`src/rtl/uart_pkg.sv`:
```
// Shared UART definitions used by the transmitter and the receiver.
package uart_pkg;

  localparam int unsigned UART_DATA_BITS            = 8;
  localparam int unsigned UART_FRAME_BITS           = 11;
  localparam int unsigned UART_CLKS_PER_BIT_DEFAULT = 234;

  // Serial framing state encoding.
  typedef enum logic [2:0] {
    ST_IDLE   = 3'd0,
    ST_START  = 3'd1,
    ST_DATA   = 3'd2,
    ST_PARITY = 3'd3,
    ST_STOP   = 3'd4
  } uart_state_e;

  // Byte plus its precomputed parity bit, as queued for transmission.
  typedef struct packed {
    logic                      parity;
    logic [UART_DATA_BITS-1:0] data;
  } uart_frame_t;

  // Even parity over the data bits, optionally inverted for error injection.
  function automatic logic uart_parity(input logic [UART_DATA_BITS-1:0] data,
                                       input logic                      invert);
    return (^data) ^ invert;
  endfunction

endpackage

```
`src/rtl/uart_baud_tick.sv`:
```
// Bit-period counter: counts 0..CLKS_PER_TICK-1 while enabled and emits a
// one-cycle tick on the wrap cycle. near_c flags the cycle before the wrap.
module uart_baud_tick #(
  parameter int unsigned CLKS_PER_TICK = 234
) (
  input  logic clk,
  input  logic rst_n,
  input  logic clr,
  input  logic en,
  output logic tick_c,
  output logic near_c
);

  localparam int unsigned CNT_W = (CLKS_PER_TICK > 1) ? $clog2(CLKS_PER_TICK) : 1;
  localparam logic [CNT_W-1:0] CNT_MAX  = CNT_W'(CLKS_PER_TICK - 1);
  localparam logic [CNT_W-1:0] CNT_NEAR = CNT_W'(CLKS_PER_TICK - 2);

  logic [CNT_W-1:0] cnt_q;
  logic [CNT_W-1:0] cnt_d;

  // Next count: sync clear wins, otherwise count and wrap at CNT_MAX.
  always_comb begin
    cnt_d = cnt_q;
    if (clr) begin
      cnt_d = '0;
    end else if (en) begin
      cnt_d = (cnt_q == CNT_MAX) ? '0 : cnt_q + CNT_W'(1);
    end
  end

  // Counter register.
  always_ff @(posedge clk or negedge rst_n) begin
    if (!rst_n) begin
      cnt_q <= '0;
    end else begin
      cnt_q <= cnt_d;
    end
  end

  assign tick_c = en && (cnt_q == CNT_MAX);
  assign near_c = en && (cnt_q == CNT_NEAR);

endmodule

```
`src/rtl/uart_tx_fpga.sv`:
```
// Byte-serialising UART transmitter: start, 8 data bits LSB first, even
// parity, stop. Defining UART_TX_HOLD_EN adds a one-byte hold register so a
// second frame can follow the first with no idle cycle.
module uart_tx_fpga
  import uart_pkg::*;
#(
  parameter int unsigned clksPerBit = UART_CLKS_PER_BIT_DEFAULT
) (
  input  logic                      i_clkTx,
  input  logic                      i_rstN,
  input  logic                      i_txStart,
  input  logic [UART_DATA_BITS-1:0] i_txByte,
  input  logic                      i_parityErrInject,
  output logic                      o_txBit,
  output logic                      o_txReady,
  output logic                      o_txBusy,
  output logic                      o_txFinished
);

  localparam logic [2:0] LAST_BIT_IDX = 3'(UART_DATA_BITS - 1);

  uart_state_e               state_q, state_d;
  logic [UART_DATA_BITS-1:0] shift_q, shift_d;
  logic                      parity_q, parity_d;
  logic [2:0]                bit_idx_q, bit_idx_d;
  logic                      tx_bit_q, tx_bit_d;
  logic                      tx_ready_q, tx_ready_d;
  logic                      tx_busy_q, tx_busy_d;
  logic                      tx_fin_q, tx_fin_d;

`ifdef UART_TX_HOLD_EN
  uart_frame_t               hold_q, hold_d;
  logic                      hold_valid_q, hold_valid_d;
`endif

  logic                      accept_c;
  logic                      load_c;
  uart_frame_t               load_frame_c;
  logic                      baud_clr_c;
  logic                      baud_en_c;
  logic                      baud_tick_c;
  logic                      baud_near_c;

  assign accept_c   = i_txStart && tx_ready_q;
  assign baud_clr_c = accept_c && (state_q == ST_IDLE);
  assign baud_en_c  = (state_q != ST_IDLE);

  uart_baud_tick #(
    .CLKS_PER_TICK (clksPerBit)
  ) u_baud (
    .clk    (i_clkTx),
    .rst_n  (i_rstN),
    .clr    (baud_clr_c),
    .en     (baud_en_c),
    .tick_c (baud_tick_c),
    .near_c (baud_near_c)
  );

  // Frame sequencing, frame loading and registered-output next values.
  always_comb begin
    state_d      = state_q;
    shift_d      = shift_q;
    parity_d     = parity_q;
    bit_idx_d    = bit_idx_q;
    load_c       = 1'b0;
    load_frame_c = '{parity: uart_parity(i_txByte, i_parityErrInject), data: i_txByte};
`ifdef UART_TX_HOLD_EN
    hold_d       = hold_q;
    hold_valid_d = hold_valid_q;
`endif

    case (state_q)
      ST_IDLE: begin
        if (accept_c) begin
          load_c = 1'b1;
        end
      end
      ST_START: begin
        if (baud_tick_c) begin
          state_d = ST_DATA;
        end
      end
      ST_DATA: begin
        if (baud_tick_c) begin
          if (bit_idx_q == LAST_BIT_IDX) begin
            state_d = ST_PARITY;
          end else begin
            bit_idx_d = bit_idx_q + 3'd1;
            shift_d   = {1'b0, shift_q[UART_DATA_BITS-1:1]};
          end
        end
      end
      ST_PARITY: begin
        if (baud_tick_c) begin
          state_d = ST_STOP;
        end
      end
      ST_STOP: begin
        if (baud_tick_c) begin
          state_d = ST_IDLE;
`ifdef UART_TX_HOLD_EN
          // Held byte goes first; otherwise a same-cycle request launches directly.
          if (hold_valid_q) begin
            load_c       = 1'b1;
            load_frame_c = hold_q;
            hold_valid_d = 1'b0;
          end else if (accept_c) begin
            load_c = 1'b1;
          end
`endif
        end
      end
      default: begin
        state_d = ST_IDLE;
      end
    endcase

`ifdef UART_TX_HOLD_EN
    // A request that does not launch immediately is parked in the hold register.
    if (accept_c && !load_c) begin
      hold_d       = load_frame_c;
      hold_valid_d = 1'b1;
    end
`endif

    if (load_c) begin
      state_d   = ST_START;
      shift_d   = load_frame_c.data;
      parity_d  = load_frame_c.parity;
      bit_idx_d = 3'd0;
    end

    case (state_d)
      ST_START:  tx_bit_d = 1'b0;
      ST_DATA:   tx_bit_d = shift_d[0];
      ST_PARITY: tx_bit_d = parity_d;
      default:   tx_bit_d = 1'b1;
    endcase

    tx_busy_d = (state_d != ST_IDLE);
    tx_fin_d  = (state_q == ST_STOP) && baud_near_c;
`ifdef UART_TX_HOLD_EN
    tx_ready_d = !hold_valid_d;
`else
    tx_ready_d = (state_d == ST_IDLE);
`endif
  end

  // State, datapath and output registers.
  always_ff @(posedge i_clkTx or negedge i_rstN) begin
    if (!i_rstN) begin
      state_q    <= ST_IDLE;
      shift_q    <= '0;
      parity_q   <= 1'b0;
      bit_idx_q  <= 3'd0;
      tx_bit_q   <= 1'b1;
      tx_ready_q <= 1'b1;
      tx_busy_q  <= 1'b0;
      tx_fin_q   <= 1'b0;
    end else begin
      state_q    <= state_d;
      shift_q    <= shift_d;
      parity_q   <= parity_d;
      bit_idx_q  <= bit_idx_d;
      tx_bit_q   <= tx_bit_d;
      tx_ready_q <= tx_ready_d;
      tx_busy_q  <= tx_busy_d;
      tx_fin_q   <= tx_fin_d;
    end
  end

`ifdef UART_TX_HOLD_EN
  // Hold register for a byte accepted while a frame is in flight.
  always_ff @(posedge i_clkTx or negedge i_rstN) begin
    if (!i_rstN) begin
      hold_q       <= '0;
      hold_valid_q <= 1'b0;
    end else begin
      hold_q       <= hold_d;
      hold_valid_q <= hold_valid_d;
    end
  end
`endif

  assign o_txBit      = tx_bit_q;
  assign o_txReady    = tx_ready_q;
  assign o_txBusy     = tx_busy_q;
  assign o_txFinished = tx_fin_q;

endmodule

```
`config.mk`:
```
export PLATFORM = sky130hd
export DESIGN_NAME = uart_tx_fpga
export DESIGN_NICKNAME = d
export VERILOG_FILES = /design/src/rtl/uart_pkg.sv /design/src/rtl/uart_baud_tick.sv /design/src/rtl/uart_tx_fpga.sv
export SDC_FILE = /design/constraint.sdc
export NUM_CORES = 1
export LEC_CHECK = 0
export CAP_MARGIN = 20
export CELL_PAD_IN_SITES_DETAIL_PLACEMENT = 0
export CELL_PAD_IN_SITES_GLOBAL_PLACEMENT = 1
export CORE_MARGIN = 4
export CORE_UTILIZATION = 42
export CTS_CLUSTER_DIAMETER = 80
export DETAILED_ROUTE_END_ITERATION = 10
export HOLD_SLACK_MARGIN = 0.05
export PLACE_DENSITY_LB_ADDON = 0.1
export SLEW_MARGIN = 20
export SYNTH_ARGS = -nofsm -noshare
export SYNTH_HDL_FRONTEND = slang
export SYNTH_SLANG_ARGS = --single-unit
```
`constraint.sdc`:
```
create_clock -name i_clkTx -period 2.7 [get_ports i_clkTx]
set_clock_uncertainty 0.15 [all_clocks]
set_input_delay 0.81 -clock i_clkTx [delete_from_list [all_inputs] [get_ports i_clkTx]]
set_output_delay 0.81 -clock i_clkTx [all_outputs]
set_load 0.02 [all_outputs]
```
==> run metrics, run 1 <==
Yosys reg bits=27; Worst Setup End Kind=output pin; Fill cells=a little over 300; Num CTS Buffers=3; final instance area=about 0.0016 sq mm; Routed WL per cell=roughly 13 um; final hold viol count=0; RSZ-0062 raised after global routing=no; Die H=approximately 66 um; H-Tree Depth=1; max_slew headroom=0.6093; grt ovf=0; f_max=0.4009 GHz; Final min period=about 2500 ps; register area=about 680 sq um; syn_area_per_cell=slightly below 10 sq um; Placed Cells=slightly above 200; setup TNS=0 ps; fin cells=207; Max VDD drop=about 0.00016 V; postcts setup bufs=0; cell family with most CP delay=buffers and inverters; DIE AREA=0.004338 sq mm; DRC=0; Initial DRC Count=89; first-pass GRT wire length=around 4.8 mm; total wire length=2.767 mm; Slowest-stage cell, CP=clkdlybuf4s50_1; Syn Inst Count=144; period utilization=0.9239; count of unique library cells instantiated by Yosys=37; final setup vio count=0; antenna-violating nets left=0; most frequent cells in the layout=30 x nand2_1, 25 x dfrtp_1, 16 x o21ai_0; Sink Count=27; power density cells=between 300 and 400 mW/mm^2; dpl hpwl=2.027 mm; Worst Path Buf+Inv=1; Multi-input gate area=roughly 700 sq um; via count=between 1000 and 1500; Final Slew Violations=0; share of layout cells above drive strength 1=0.09202; cts hold-fix bufs=0; largest net degree at the start of global routing=28; static leakage power=between 0.0007 and 0.0008 uW; GRT Total Usage=0.1440; TritonCTS clock tree=built; CP max FO=4; Post-DP Area=0.001619 sq mm; starting density of the core=0.4496; Crit Path Class=register to output pin; register area share after synthesis=0.4822; Max-Cap Viols=0; clk_lat worst skew=about 320 ps; # IOs=16; cell row count=20; worst path cell trace=clkdlybuf4s50_1; fin nets=roughly 180; Post-Syn Nets=approximately 160; Mapped Area=between 0.001 and 0.0015 sq mm; Worst setup SP type=register; DRT Pass-1 Iters=4; routability cong.=0.7996; CTS Buffer Depth=2; Port Buffers=15; Worst path max stage delay=about 610 ps; status=finished clean; WP data required=1740 ps; core box area=approximately 0.0031 sq mm; Final Util=0.5260; synth warn=0; commonest non-fill, non-tap cell in the layout=nand2_1; Die W=about 66 um; Worst Hold Class=register to register; initial antenna violation count=0; Critical Path AT=roughly 1500 ps; clock-pin transition on the worst setup and hold timing paths=between 100 and 150 ps; synth-to-layout area growth=16.99%; vias in the first global route=between 1000 and 1500; antenna cells=0; post-cts repair resize count=0; Root Buffer=clkbuf_4; Via-to-Cell Ratio=slightly above 5; Slew @ Worst Pin=between 500 and 600 ps
worst paths after layout:
kind | startpoint | end | slack (ps) | cells past startpoint
worst max-delay path | o_txReady | o_txReady | 210 | 1
worst min-delay path | shift_q[6] | shift_q[6] | 340 | 2
worst max register to register | u_baud.cnt_q[1] | o_txBit | 610 | 7
worst min register to register | shift_q[6] | shift_q[6] | 340 | 2
max in group asynchronous | i_rstN | o_txBit | 1420 | 2
min in group asynchronous | i_rstN | u_baud.cnt_q[5] | 680 | 2
routing by layer:
metal  GRT usage  up-vias  share of wire
li1            -      542              -
met1      0.2019      512           0.50
met2      0.2178       13           0.46
met3     0.02891        4          0.030
met4     0.05440        0          0.014
met5           0        -              0
power breakdown:
| group | leakage [uW] | internal, uW | switching (uW) | total (uW) |
|---|---|---|---|---|
| Clock | 0.0000150 | 57.9 | 121 | 179 |
| Sequential | 0.000324 | 405 | 0 | 405 |
| Combinational | 0.000374 | 28.9 | 21.9 | 50.8 |
synthesized netlist by cell type:
| cell | instances | area (sq um) |
|---|---|---|
| xor2_1 | 2 | 17.52 |
| nand4bb_4 | 1 | 27.53 |
| mux2i_1 | 2 | 20.02 |
| nor3_1 | 2 | 10.01 |
| clkbuf_2 | 1 | 5.000 |
| inv_1 | 3 | 11.26 |
| buf_2 | 2 | 10.01 |
| o22ai_2 | 1 | 12.51 |
| o21ai_0 | 16 | 80.08 |
| o31ai_1 | 2 | 15.01 |
| and2_1 | 1 | 6.260 |
| nand2b_1 | 1 | 6.260 |
| a22oi_1 | 6 | 45.04 |
| or4_1 | 2 | 15.01 |
| and2_4 | 1 | 8.760 |
| nand3_1 | 4 | 20.02 |
| ha_1 | 5 | 62.56 |
| nor2b_1 | 1 | 6.260 |
| or2_2 | 1 | 6.260 |
| mux2_2 | 1 | 11.26 |
| and3_1 | 2 | 12.51 |
| nand2_1 | 30 | 112.6 |
| nand3_2 | 1 | 10.01 |
| nor2_1 | 11 | 41.29 |
| nor4b_4 | 1 | 23.77 |
| o211a_1 | 1 | 10.01 |
| or3_1 | 1 | 6.260 |
| a31oi_1 | 1 | 6.260 |
| and4_1 | 1 | 8.760 |
| xnor2_1 | 7 | 61.31 |
| o21ai_1 | 1 | 5.000 |
| o211ai_1 | 1 | 7.510 |
| dfstp_2 | 2 | 52.55 |
| a21oi_1 | 2 | 10.01 |
| a22o_1 | 1 | 8.760 |
| a21o_1 | 1 | 7.510 |
| dfrtp_1 | 25 | 625.6 |
metrics by stage:
stage	setup slack (ps)	hold WS, ps	total power (uW)
floorplan	787.0	295.7	433.2
finish	205.5	344.2	634.2
detailed placement	254.0	314.6	463.9
global route	141.4	393.7	666.6
CTS	201.6	349.4	643.7
global placement	259.8	312.4	463.5
sequential cells by signal, summed over array words and instances (netlist names), 3 cells and up:
| name | cells |
|---|---|
| bit_idx_q | 3 |
| state_q | 3 |
| shift_q | 8 |
| u_baud.cnt_q | 8 |
layout make-up:
type | count | share of cell area
timing repair buffer | 18 | 0.1049
sequential | 27 | 0.4122
inverter | 3 | 0.006844
multi-input combinational | 111 | 0.4266
clock buffer | 4 | 0.01597
tap | 44 | 0.03346
logic make-up after synthesis:
family,share of synthesized area
fa+ha+maj,0.04448
simple gates,0.2287
mux,0.02224
flops,0.4822
xor+xnor,0.05605
compound gates,0.1477
buf+inv,0.01868
(Power assumes the default switching activity.)
==> inputs of run 2 (changes only) <==
--- a/config.mk
+++ b/config.mk
@@ -14,6 +14,8 @@
 export DETAILED_ROUTE_END_ITERATION = 10
 export HOLD_SLACK_MARGIN = 0.05
 export PLACE_DENSITY_LB_ADDON = 0.1
+export RECOVER_POWER = 25
+export SKIP_CTS_REPAIR_TIMING = 1
 export SLEW_MARGIN = 20
 export SYNTH_ARGS = -nofsm -noshare
 export SYNTH_HDL_FRONTEND = slang
==> run metrics, run 2 (synthesis results as in run 1) <==
synth-to-layout area growth=16.73%; hold_sp=shift_q[6]; Port Buffers=15 (unchanged); DRC=0 (unchanged); static leakage power=0.0007086 uW (-0.51%); WP data required=1740 ps (about the same); worst path cell trace=clkdlybuf4s50_1; Initial DRC Count=89 (unchanged); total wire length=2.767 mm (unchanged); Max-Cap Viols=0 (unchanged); antenna-violating nets left=0 (unchanged); routability cong.=0.7996 (unchanged); f_max=0.4009 GHz (unchanged); Final min period=2495 ps (unchanged); GRT Total Usage=0.1440 (unchanged); Root Buffer=clkbuf_4; dpl hpwl=2.027 mm (unchanged); Worst Hold Depth=2 (unchanged); Max VDD drop=0.0001640 V (about the same); Fill cells=309 (+0.65%); Worst Hold Class=register to register; clock-pin transition on the worst setup and hold timing paths=140 ps (about the same); power density cells=386.0 mW/mm^2 (+0.12%); Crit Path Class=register to output pin; CP max FO=4 (unchanged); cell row count=20 (unchanged); TritonCTS clock tree=built; period utilization=0.9239 (unchanged); R2R Path Start=u_baud.cnt_q[1]; cell family with most CP delay=buffers and inverters; FF-to-FF End=o_txBit; initial antenna violation count=0 (unchanged); Worst path max stage delay=610 ps (about the same); Placed Cells=203 (unchanged); antenna cells=0 (unchanged); via count=1071 (unchanged); Regs by FF count=shift_q (8), u_baud.cnt_q (8); commonest non-fill, non-tap cell in the layout=nand2_1; Num CTS Buffers=3 (unchanged); first-pass GRT wire length=4.809 mm (unchanged); Multi-input gate area=701.9 sq um (unchanged); Slew @ Worst Pin=1455 ps (+872.6 ps); worst hold endpoint=shift_q[6]; Worst Setup End Kind=output pin; final hold viol count=0 (unchanged); Final Slew Violations=0 (unchanged); max_slew headroom=0.03015 (-0.5791); Sink Count=27 (unchanged); Routed WL per cell=13.37 um (unchanged); Reg2Reg Depth=7 (unchanged); CTS Buffer Depth=2 (unchanged); vias in the first global route=1051 (unchanged); grt ovf=0 (unchanged); Die H=65.87 um (unchanged); Critical Path AT=1530 ps (about the same); setup TNS=0 ps (unchanged); RSZ-0062 raised after global routing=no; final setup vio count=0 (unchanged); most frequent cells in the layout=30 x nand2_1, 25 x dfrtp_1, 16 x o21ai_0; # IOs=16 (unchanged); register area=678.2 sq um (unchanged); Via-to-Cell Ratio=5.174 (unchanged); DRT Pass-1 Iters=4 (unchanged); core box area=0.003128 sq mm (unchanged); Worst setup SP type=register; status=finished clean; H-Tree Depth=1 (unchanged); fin nets=181 (unchanged); clk_lat worst skew=320 ps (about the same); fin cells=207 (unchanged); Slowest-stage cell, CP=clkdlybuf4s50_1; Die W=65.87 um (unchanged); share of layout cells above drive strength 1=0.08589 (-0.006135); starting density of the core=0.4496 (unchanged); Worst Path Buf+Inv=1 (unchanged); DIE AREA=0.004338 sq mm (unchanged); largest net degree at the start of global routing=28 (unchanged); FF-to-FF setup slack=610 ps (about the same)
## run 2: changes by cell type in the layout (fill, tap and decap cells not counted), sizes merged
cell | previous run | this run
buf | 3 | 2
clkbuf | 4 | 5
## run 2: power breakdown
group / internal, uW / total (uW) / switching [uW]
logic: 28.2 / 50.1 / 21.9
registers: 405 / 405 / 0
clock network: 57.9 / 179 / 121
total: 491 / 634 / 143
## run 2: per-layer routing
metal,global-route usage,up-vias,share of wire,wire length [um]
li1,-,542,-,-
met1,0.2019,512,0.50,1379
met2,0.2178,13,0.46,1262
met3,0.02891,4,0.030,84
met4,0.05440,0,0.014,40
met5,0,-,0,0
## run 2: stage by stage
step	worst slack (ps)	total power [uW]	utilization	instance area (sq um)	hold WS (ps)
floorplan	787.0	433.2	-	1406	295.7
detailed placement	254.0	463.9	0.5176	1619	314.6
global placement	259.8	463.5	0.5176	1619	312.4
CTS	201.6	643.7	0.5260	1645	349.4
finish	205.5	633.6	0.5248	1642	344.2
global route	126.4	665.9	0.5248	1642	393.7
## run 2: worst register-to-register path, cell delays in order, from the launching register on
cell,delay (ps)
dfrtp_1,430
inv_1,90
ha_1,170
nand3_1,210
or4_1,530
a21o_1,180
and2_4,130
o22ai_2,130
## run 2: cell type report
class | instances | area share
clock buffers | 4 | 0.01601
well taps | 44 | 0.03354
multi-input cells | 111 | 0.4276
inverters | 3 | 0.006860
repair buffers | 18 | 0.1029
flip-flops and latches | 27 | 0.4131
## run 2: worst max-delay path by stage
stage / start / end / cells past startpoint
floorplan: u_baud.cnt_q[1] / o_txBit / 7
global placement: i_txStart / bit_idx_q[0] / 4
detailed placement: i_txStart / bit_idx_q[0] / 4
CTS: o_txReady / o_txReady / 1
global route: i_rstN / shift_q[3] / 2
finish: o_txReady / o_txReady / 1
==> inputs of run 3 (changes only) <==
--- a/config.mk
+++ b/config.mk
@@ -12,7 +12,6 @@
 export CORE_UTILIZATION = 42
 export CTS_CLUSTER_DIAMETER = 80
 export DETAILED_ROUTE_END_ITERATION = 10
-export HOLD_SLACK_MARGIN = 0.05
 export PLACE_DENSITY_LB_ADDON = 0.1
 export RECOVER_POWER = 25
 export SKIP_CTS_REPAIR_TIMING = 1
==> results of run 3 <==
No change in the layout: final DEF, timing and power equal those of run 2.
